$ cat src/rtl/vend_pkg.sv
// Shared definitions for the change-dispenser slice.
//   state_e    : dispenser FSM states
//   sel_e      : which ejector is currently active
//   CNT_W      : width of the per-denomination coin counts
//   DEN1/2/5   : denomination values in K
//   pick_sel   : highest nonzero denomination (5, then 2, then 1)
//   den_value  : value in K for an ejector selection
package vend_pkg;

   localparam int unsigned CNT_W = 2;

   localparam logic [4:0] DEN1 = 5'd1;
   localparam logic [4:0] DEN2 = 5'd2;
   localparam logic [4:0] DEN5 = 5'd5;

   typedef enum logic [2:0] {
      S_IDLE,
      S_PULSE,
      S_WAIT,
      S_GAP,
      S_FAULT
   } state_e;

   typedef enum logic [1:0] {
      SEL_NONE,
      SEL_1,
      SEL_2,
      SEL_5
   } sel_e;

   function automatic sel_e pick_sel(input logic [CNT_W-1:0] n5,
                                     input logic [CNT_W-1:0] n2,
                                     input logic [CNT_W-1:0] n1);
      if (n5 != '0)      return SEL_5;
      else if (n2 != '0) return SEL_2;
      else if (n1 != '0) return SEL_1;
      else               return SEL_NONE;
   endfunction

   function automatic logic [4:0] den_value(input sel_e s);
      unique case (s)
         SEL_5:   return DEN5;
         SEL_2:   return DEN2;
         SEL_1:   return DEN1;
         default: return '0;
      endcase
   endfunction

endpackage

$ cat src/rtl/coin_pulse_timer.sv
// Loadable down-counter with a terminal-count flag.
//   clk      : system clock, rising edge
//   Reset    : synchronous active-high reset
//   i_load   : load i_value into the counter this edge
//   i_value  : interval length minus one
//   o_tc     : counter has reached zero
// Loading N-1 makes o_tc assert in the Nth cycle after the load edge.
module coin_pulse_timer
   import vend_pkg::*;
#(
   parameter int unsigned W = 4
) (
   input  logic         clk,
   input  logic         Reset,
   input  logic         i_load,
   input  logic [W-1:0] i_value,
   output logic         o_tc
);

   logic [W-1:0] r_count;

   always_ff @(posedge clk) begin
      if (Reset)
         r_count <= '0;
      else if (i_load)
         r_count <= i_value;
      else if (r_count != '0)
         r_count <= r_count - W'(1);
   end

   assign o_tc = (r_count == '0);

endmodule

$ cat src/rtl/change_dispenser.sv
// Change dispenser: ejects the requested coins one at a time, largest
// denomination first, waiting for the drop sensor to confirm each coin.
//   clk        : system clock, rising edge
//   Reset      : synchronous active-high reset
//   load       : start request, counts sampled on the same edge
//   C1/C2/C5   : number of 1K/2K/5K coins to return (0-3)
//   coin_sense : drop sensor, high for >=1 cycle per ejected coin
//   EJ1/EJ2/EJ5: ejector solenoid drives
//   busy       : dispense in progress
//   done       : one-cycle pulse when all coins are confirmed
//   paid       : running value dispensed in K (0-24)
//   fault      : sticky jam indication
module change_dispenser
   import vend_pkg::*;
#(
   parameter int unsigned PULSE_LEN = 2,
   parameter int unsigned GAP_LEN   = 1,
   parameter int unsigned TIMEOUT   = 15
) (
   input  logic             clk,
   input  logic             Reset,
   input  logic             load,
   input  logic [CNT_W-1:0] C1,
   input  logic [CNT_W-1:0] C2,
   input  logic [CNT_W-1:0] C5,
   input  logic             coin_sense,
   output logic             EJ1,
   output logic             EJ2,
   output logic             EJ5,
   output logic             busy,
   output logic             done,
   output logic [4:0]       paid,
   output logic             fault
);

   localparam int unsigned MAX_PT  = (PULSE_LEN > TIMEOUT) ? PULSE_LEN : TIMEOUT;
   localparam int unsigned MAX_LEN = (MAX_PT > GAP_LEN) ? MAX_PT : GAP_LEN;
   localparam int unsigned TW      = $clog2(MAX_LEN) + 1;

   localparam logic [TW-1:0] PULSE_LD = TW'(PULSE_LEN - 1);
   localparam logic [TW-1:0] WAIT_LD  = TW'(TIMEOUT - 1);
   localparam logic [TW-1:0] GAP_LD   = (GAP_LEN > 0) ? TW'(GAP_LEN - 1) : '0;
   localparam logic [CNT_W-1:0] CNT_ONE = CNT_W'(1);

   state_e           r_state, w_state_next;
   sel_e             r_sel, w_sel_next;
   logic [CNT_W-1:0] r5, r2, r1;
   logic [CNT_W-1:0] w_n5, w_n2, w_n1;
   logic             r_got, r_sense_prev;
   logic             w_hit, w_sensed, w_more;
   logic             w_confirm, w_advance, w_done_evt;
   logic             w_tmr_load, w_tmr_tc;
   logic [TW-1:0]    w_tmr_val;
   logic             w_ej1_next, w_ej2_next, w_ej5_next;
   logic             w_busy_next, w_fault_next, w_done_next;

   coin_pulse_timer #(.W(TW)) u_timer (
      .clk     (clk),
      .Reset   (Reset),
      .i_load  (w_tmr_load),
      .i_value (w_tmr_val),
      .o_tc    (w_tmr_tc)
   );

   // One count per coin: a rising edge inside the PULSE/WAIT window, and
   // only the first such edge since the pulse for this coin started.
   assign w_hit = ((r_state == S_PULSE) || (r_state == S_WAIT)) &&
                  coin_sense && !r_sense_prev && !r_got;
   assign w_sensed = r_got || w_hit;

   // Counts after this edge's decrement; the next-coin decision must see them.
   assign w_n5 = (w_hit && (r_sel == SEL_5)) ? r5 - CNT_ONE : r5;
   assign w_n2 = (w_hit && (r_sel == SEL_2)) ? r2 - CNT_ONE : r2;
   assign w_n1 = (w_hit && (r_sel == SEL_1)) ? r1 - CNT_ONE : r1;
   assign w_more = (w_n5 != '0) || (w_n2 != '0) || (w_n1 != '0);

   // State register
   always_ff @(posedge clk) begin
      if (Reset) begin
         r_state <= S_IDLE;
         r_sel   <= SEL_NONE;
      end else begin
         r_state <= w_state_next;
         r_sel   <= w_sel_next;
      end
   end

   // Next-state logic
   always_comb begin
      w_state_next = r_state;
      w_sel_next   = r_sel;
      w_tmr_load   = 1'b0;
      w_tmr_val    = '0;
      w_done_evt   = 1'b0;
      w_confirm    = 1'b0;
      w_advance    = 1'b0;

      unique case (r_state)
         S_IDLE: begin
            if (load) begin
               if ((C5 != '0) || (C2 != '0) || (C1 != '0)) begin
                  w_state_next = S_PULSE;
                  w_sel_next   = pick_sel(C5, C2, C1);
                  w_tmr_load   = 1'b1;
                  w_tmr_val    = PULSE_LD;
               end else begin
                  w_done_evt = 1'b1;
               end
            end
         end
         S_PULSE: begin
            if (w_tmr_tc) begin
               if (w_sensed) begin
                  w_confirm = 1'b1;
               end else begin
                  w_state_next = S_WAIT;
                  w_tmr_load   = 1'b1;
                  w_tmr_val    = WAIT_LD;
               end
            end
         end
         S_WAIT: begin
            if (w_hit)
               w_confirm = 1'b1;
            else if (w_tmr_tc)
               w_state_next = S_FAULT;
         end
         S_GAP: begin
            if (w_tmr_tc)
               w_advance = 1'b1;
         end
         S_FAULT: begin
            w_state_next = S_FAULT;
         end
         default: begin
            w_state_next = S_IDLE;
         end
      endcase

      // A confirmed coin either rests in GAP or, with no gap, advances directly.
      if (w_confirm) begin
         if (GAP_LEN != 0) begin
            w_state_next = S_GAP;
            w_tmr_load   = 1'b1;
            w_tmr_val    = GAP_LD;
         end else begin
            w_advance = 1'b1;
         end
      end

      if (w_advance) begin
         if (w_more) begin
            w_state_next = S_PULSE;
            w_sel_next   = pick_sel(w_n5, w_n2, w_n1);
            w_tmr_load   = 1'b1;
            w_tmr_val    = PULSE_LD;
         end else begin
            w_state_next = S_IDLE;
            w_sel_next   = SEL_NONE;
            w_done_evt   = 1'b1;
         end
      end
   end

   // Output logic (values registered on the next edge)
   always_comb begin
      w_ej5_next   = (w_state_next == S_PULSE) && (w_sel_next == SEL_5);
      w_ej2_next   = (w_state_next == S_PULSE) && (w_sel_next == SEL_2);
      w_ej1_next   = (w_state_next == S_PULSE) && (w_sel_next == SEL_1);
      w_busy_next  = (w_state_next == S_PULSE) || (w_state_next == S_WAIT) ||
                     (w_state_next == S_GAP);
      w_fault_next = (w_state_next == S_FAULT);
      w_done_next  = w_done_evt;
   end

   // Counters, paid accumulator, sense tracking and registered outputs
   always_ff @(posedge clk) begin
      if (Reset) begin
         r5           <= '0;
         r2           <= '0;
         r1           <= '0;
         r_got        <= 1'b0;
         r_sense_prev <= 1'b0;
         paid         <= '0;
         EJ1          <= 1'b0;
         EJ2          <= 1'b0;
         EJ5          <= 1'b0;
         busy         <= 1'b0;
         done         <= 1'b0;
         fault        <= 1'b0;
      end else begin
         r_sense_prev <= coin_sense;
         EJ1          <= w_ej1_next;
         EJ2          <= w_ej2_next;
         EJ5          <= w_ej5_next;
         busy         <= w_busy_next;
         done         <= w_done_next;
         fault        <= w_fault_next;

         if ((r_state == S_IDLE) && load) begin
            r5   <= C5;
            r2   <= C2;
            r1   <= C1;
            paid <= '0;
         end else begin
            r5 <= w_n5;
            r2 <= w_n2;
            r1 <= w_n1;
            if (w_hit)
               paid <= paid + den_value(r_sel);
         end

         // Every PULSE entry loads the timer, including PULSE->PULSE with no gap.
         if (w_tmr_load && (w_state_next == S_PULSE))
            r_got <= 1'b0;
         else if (w_hit)
            r_got <= 1'b1;
      end
   end

endmodule

$ cat config.mk
export PLATFORM = sky130hd
export DESIGN_NAME = change_dispenser
export DESIGN_NICKNAME = d
export VERILOG_FILES = /design/src/rtl/vend_pkg.sv /design/src/rtl/coin_pulse_timer.sv /design/src/rtl/change_dispenser.sv
export SDC_FILE = /design/constraint.sdc
export NUM_CORES = 1
export LEC_CHECK = 0
export BUFFER_PORTS_ARGS = -buffer_cell sky130_fd_sc_hd__buf_2
export CORE_MARGIN = 1
export CORE_UTILIZATION = 45
export DETAILED_ROUTE_END_ITERATION = 10
export PLACE_DENSITY = 0.78
export SLEW_MARGIN = 25
export SYNTH_ARGS = -nofsm -noshare
export SYNTH_HDL_FRONTEND = slang
export SYNTH_SLANG_ARGS = --single-unit
$ cat constraint.sdc
create_clock -name clk -period 2.1 [get_ports clk]
set_input_delay 0.42 -clock clk [delete_from_list [all_inputs] [get_ports clk]]
set_output_delay 0.42 -clock clk [all_outputs]
set_load 0.1 [all_outputs]
**After elaboration in Yosys (flattened, before gate mapping)**

Cells that the tools add are included.
Widths: inputs -> output; s select.

- Bits in registers: 29
- Word-level logic and storage cells: 127
- Input bits: 10
- Output and inout port bits: 11

- Multiplexer cells: 60
- Add/subtract/negate cells: 5
- Reduce and logical (&&, ||, !) cells: 33
- Equality and inequality tests: 14

Operators by type and width:

| operator | number |
|---|---|
| $mux 5 | 8 |
| $mux 2 | 15 |
| $mux 3 | 8 |
| $mux 1 | 22 |
| $pmux 3 s5 | 1 |
| $reduce_bool 2->1 | 7 |
| $eq 3x2->1 const B | 4 |
| $logic_and 1x1->1 | 11 |
| $pmux 3 s3 | 1 |
| $eq 2x2->1 const B | 4 |
| $logic_or 1x1->1 | 8 |
| $mux 4 | 2 |
| $pmux 4 s2 | 1 |
| $eq 3x1->1 const B | 2 |
| $eq 3x3->1 const B | 2 |
| $sub 2x1->2 const B | 3 |
| $add 5x5->5 | 1 |
| $logic_not 5->1 | 1 |
| $reduce_bool 5->1 | 1 |
| $sub 5x1->5 const B | 1 |
| $eq 2x1->1 const B | 2 |
| $pmux 1 s2 | 2 |
| $reduce_or 2->1 | 2 |
| $logic_not 3->1 | 1 |
| $logic_not 1->1 | 2 |

**Longest topological paths before layout**

- Word-level depth: 15
- Depth in mapped cells: 8
- Mapped depth without buffers: 8

**Hierarchy**

A second synthesis with hierarchy kept.

- Cells, all modules: 191
- Area, all modules: 1,695.4 µm²

By module, submodules not included:

| module | cells an instance | sequential area each (µm²) | instances | area each (µm²) |
|---|---|---|---|---|
| change_dispenser | 159 | 480.5 | 1 | 1,407.6 |
| coin_pulse_timer | 32 | 100.1 | 1 | 287.8 |

**Worst setup path after synthesis**

Ideal clock, no wire load.

- Kind: reg2reg
- Start point: register paid[0]
- End point: register paid[4]
- Arrival time: 2.191 ns
- Library setup time: 0.067 ns
- Path buffers: 0
- Stages on the path, launching flop included: 8
- Path slack: -0.158 ns
- Clock period less this slack: 2.258 ns
- Data required time: 2.033 ns
- Cells stage by stage: dfxtp_1 ha_1 inv_1 fa_1 nor2b_1 o211ai_1 xor2_1 nor2_1

- Cells in the longest elaborated chain, start to end: 1

Ends and longest elaborated chain:

| what | RTL line | text |
|---|---|---|
| start, declared | change_dispenser.sv:32 | `output logic [4:0] paid,` |
| start signal, assigned | change_dispenser.sv:210 | `paid <= paid + den_value(r_sel);` |
| $add 5x5->5 | change_dispenser.sv:210 |  |

No other way between the ends.
A chain may end at the register's enable or synchronous reset.

**Worst setup path in the final report**

- Start point: register r_state[1]
- End point: register u_timer.r_count[2]

- Cells in the longest elaborated chain, start to end: 13
- Elaborated cells on any way between the ends: 39
- Classes of those cells: eq/ne: 3; mux: 21; reduce/logical: 15

Ends and longest elaborated chain:

| what | RTL line | text |
|---|---|---|
| start, declared | change_dispenser.sv:45 | `state_e r_state, w_state_next;` |
| start signal, assigned | change_dispenser.sv:83 | `r_state <= w_state_next;` |
| $eq 3x1->1 or $eq 3x2->1 (tied branches) | change_dispenser.sv:67, change_dispenser.sv:98 |  |
| $logic_or 1x1->1 | change_dispenser.sv:67 | `assign w_hit = ((r_state == S_PULSE) \|\| (r_state == S_WAIT)) &&` |
| $logic_and 1x1->1 | change_dispenser.sv:67 |  |
| $logic_and 1x1->1 (2 in a row) | change_dispenser.sv:68 | `coin_sense && !r_sense_prev && !r_got;` |
| $logic_or 1x1->1 (tied with other cells) | change_dispenser.sv:69 | `assign w_sensed = r_got \|\| w_hit;` |
| $mux 4 (tied with other cells) | change_dispenser.sv:113 | `if (w_sensed) begin` |
| $mux 4 (tied with other cells) | change_dispenser.sv:112 | `if (w_tmr_tc) begin` |
| $pmux 4 s2 (tied with other cells) | change_dispenser.sv:98 | `unique case (r_state)` |
| $mux 5 (tied with other cells) | change_dispenser.sv:141 | `if (w_confirm) begin` |
| $mux 5 or $mux 1 (tied branches) | change_dispenser.sv:152 | `if (w_more) begin` |
| $mux 5 or $mux 1 (tied branches) | change_dispenser.sv:151 | `if (w_advance) begin` |
| $mux 5 or $reduce_bool 2->1 (tied branches) | -- |  |
| end signal, assigned | coin_pulse_timer.sv:26 | `r_count <= i_value;` |
| end signal, assigned | coin_pulse_timer.sv:28 | `r_count <= r_count - W'(1);` |
| end, declared | coin_pulse_timer.sv:20 | `logic [W-1:0] r_count;` |

Several ways; a longest one is shown, not always the timed one.

==> summary.md <==
| Metric | Value |
|---|---|
| First-pass GRT wire length | 7700 µm |
| Ys flop type | dfxtp_1 |
| Register-to-Register Path Depth | 8 |
| Mux contribution to synthesized area | 0% |
| Period utilization | 108% |
| CP Launch Type | flip-flop |
| CP max stage cell | o41ai_4 |
| Ant diodes | 0 |
| Slew Limit Fails | 0 |
| Kind of critical path | reg2reg |
| Wire per inst | 16.1 µm |
| R2r startpoint | r_state[1] |
| Failing checks | setup timing |
| Synthesized area per cell | 8.66 µm² |
| Initial Utilization | 48.6% |
| Worst hold path type | in2reg |
| Top cell by count, worst path | buf_4 |
| Least-Margin Pin Slew | 0.489 ns |
| Metal3 WL | 197 µm |
| Power Internal | 1.91 mW |
| Final WL | 4880 µm |
| CTS H-tree depth | 2 |
| Crit-path leading delay family | compound AO/OA/AOI/OAI gates |
| Overall power | 3.48 mW |
| Unique masters post-synth | 49 |
| Crit-path max cell delay | 0.43 ns |
| Hold buffer count at CTS | 0 |
| First-pass iteration count of the detailed router | 5 |
| Post-synthesis sequential area ratio | 34.7% |
| Total core area | 0.00344 mm² |
| Largest family of logic cells by synthesized area | simple AND/OR/NAND/NOR gates |
| CP Data Required Time | 2.29 ns |
| Clock skew | 0.00804 ns |
| Simple-gate share of the synthesized area | 28.1% |
| Die Wd | 63.0 µm |
| Largest area contributor in the netlist | dfxtp_1 |
| Critical path, cell by cell | xnor2_4, buf_4, nor4b_4, buf_4, or3_4, o41ai_4, a31oi_1, a311oi_1 |
| Fin area | 0.00237 mm² |
| Comb power frac | 62.2% |
| Fillers | 259 |
| Hold path cells | 2 |
| Slew HR | 67.4% |
| Worst-skew pair later-pin latency | 0.29 ns |
| RSZ-0062 raised after global routing | true |
| Hold EP | r_sense_prev |
| Sinks on the clock net | 29 |
| Via count | 1768 |
| DR WL met2 | 2400 µm |
| Final setup fails | 6 |
| Fraction of the mapped netlist area in compound gates | 22.7% |
| Adder-cell area share of the yosys netlist | 4.94% |
| GRT overflow | 0 |
| Critical Path Sink Type | flip-flop |
| Final hold vios | 0 |
| Die footprint | 0.00396 mm² |
| Yosys top cell area share | 34.7% |
| Vias in the first global route | 1708 |
| Syn Inst Count | 193 |
| Number of synthesized register bits | 29 |
| Synth Area in XOR/XNOR | 5.24% |
| Pwr dens | 1470 mW/mm² |
| # rows | 21 |
| CP max FO | 5 |
| Post-synth ARST share | 0% |
| EDFF count, synth | 0 |
| Final worst slack | -0.158 ns |
| DP HPWL | 3230 µm |
| Placement Cell Area | 0.00213 mm² |
| CTS tree | yes |
| # IOs | 21 |
| Die Ht | 63.0 µm |
| Status | finished, violations left |
| Drt first-iter violations | 95 |
| Sequential share of power | 24.9% |
| Area Growth Syn to Fin | 41.9% |
| Final min period | 2.26 ns |
| Syn Nets | 209 |
| Nets | 273 |
| Worst Path Buf+Inv | 2 |
| Hold_sp | coin_sense |
| Synth warn | 0 |
| Clock power share | 12.9% |
| Root buffer cell | clkbuf_8 |
| Arr. time, crit path | 2.44 ns |
| # Max-Cap Violations | 0 |
| DR DRC count | 0 |
| Mapped Area | 0.00167 mm² |
| Clock Pin Slew Worst Setup and Hold Paths | 0.06 ns |
| Highest metal used | met4 |
| Total CTS buffers | 5 |
| Leak pwr | 1.02 nW |
| Port bufs | 20 |
| Vias/cell | 5.82 |
| Sw frac | 45.1% |
| Met1 wire length | 2150 µm |
| Largest net degree at the start of global routing | 24 |
| ANT nets after route | 0 |
| Tot GR Track Use | 25.2% |
| Synth top area cells | dfxtp_1 (35%), nor3_1 (4.8%), nor2_1 (4.5%) |
| Max Freq | 443 MHz |
| VDD IR max | 0.744 mV |
| Fraction of layout cells with a size suffix above 1 | 40.3% |
| Switching Power | 1.57 mW |
| R2R Path End | u_timer.r_count[2] |
| Initial antenna violation count | 0 |
| Flop-to-flop setup slack | -0.16 ns |
| Routability cong. | 0.884 |
| Clock Tree Buf Depth | 2 |
-- how the worst max path moves through the flow --
stage / startpoint / end / cells past startpoint
3_5_place_dp: r_state[2] / u_timer.r_count[1] / 6
6_report: r_state[1] / u_timer.r_count[2] / 8
5_1_grt: r_state[1] / u_timer.r_count[3] / 8
2_1_floorplan: r_state[2] / u_timer.r_count[1] / 6
4_1_cts: r_state[0] / u_timer.r_count[1] / 6
3_3_place_gp: r_state[2] / EJ1 / 6
-- state kept, by name (all words and copies together) (netlist names) --
register	flops
r1	2
r2	2
r5	2
r_sel	2
done	1
busy	1
EJ1	1
paid	5
r_sense_prev	1
r_state	3
u_timer.r_count	5
EJ5	1
fault	1
EJ2	1
r_got	1
-- timing repair --
action                                  in CTS  in global routing
pin swaps                                   13                  6
resized for setup                            9                 12
setup buffers                                3                  3
endpoints found under the setup margin      11                 11
-- Yosys cell counts (3+ instances only) --
library cell   n
a211o_1        3
a211oi_1       4
a21oi_1        7
a311oi_1       4
a31oi_1        6
clkbuf_1       8
dfxtp_1       29
ha_1           5
inv_1          9
nand2_1       13
nand2b_1       3
nand3_1        3
nor2_1        20
nor2b_1        5
nor3_1        16
nor4b_1        3
nor4b_2        3
o21ai_0        6
xnor2_1        5
xor2_1         5
-- cell families after synthesis --
family	Yosys count
flops	29
simple gates	83
xor+xnor	10
fa+ha+maj	6
buf+inv	18
compound gates	47
-- power by group through the flow --
stage / registers, mW / logic (mW) / clock network (mW)
2_1_floorplan: 1.02 / 1.04 / 0
3_3_place_gp: 0.828 / 1.84 / 0
3_5_place_dp: 0.839 / 1.88 / 0
4_1_cts: 0.850 / 2.01 / 0.452
5_1_grt: 0.884 / 2.33 / 0.476
6_report: 0.868 / 2.16 / 0.448
-- placed cells by master (no fill, tap or decap), types with 3 or more instances in the layout --
master    instances
buf_4            46
nor2_1           20
xor2_1            4
nand2_1          13
xnor2_1           3
clkbuf_8          5
nor3_1           14
buf_2            20
inv_1             9
ha_1              5
nor4b_4           3
nor2b_1           5
a311oi_1          4
a211oi_1          4
a31oi_1           6
a21oi_1           7
dfxtp_1          23
nand3_1           3
o21ai_0           6
dfxtp_2           4
-- per-stage QoR --
step,std cells,util (%),hold WS [ns],setup WS [ns],TNS [ns]
floorplan,193,-,0.498,-0.0664,-0.167
global placement,290,61.8,0.456,-0.173,-0.756
detailed placement,290,61.8,0.459,-0.193,-1.05
CTS,301,66.3,0.426,-0.0963,-0.377
global route,304,68.9,0.448,-0.208,-1.31
finish,304,68.9,0.436,-0.158,-0.623
-- layer usage --
metal  GRT usage, %  vias to the layer above
li1               -                      846
met5              0                        -
met2           40.3                       55
met3           6.75                       15
met1           30.1                      852
met4           14.5                        0
-- worst reg2reg max path: cells and delay by family, from the launching register on --
family | cells | cell delay (ns)
AO/OA/AOI/OAI | 3 | 0.81
AND/OR/NAND/NOR | 2 | 0.43
flip-flops | 1 | 0.37
buffers and inverters | 2 | 0.31
XOR/XNOR | 1 | 0.23
-- layout make-up --
cell class	count	area, µm²	share of cell area [%]
Timing Repair Buffer	66	445	18.8
Clock inverter	2	10.0	0.422
Tap cell	46	57.6	2.43
Sequential cell	29	593	25.0
Clock buffer	6	72.6	3.06
Inverter	9	33.8	1.42
Multi-Input combinational cell	146	1160	48.9
Power figures use the tool's default switching activity.
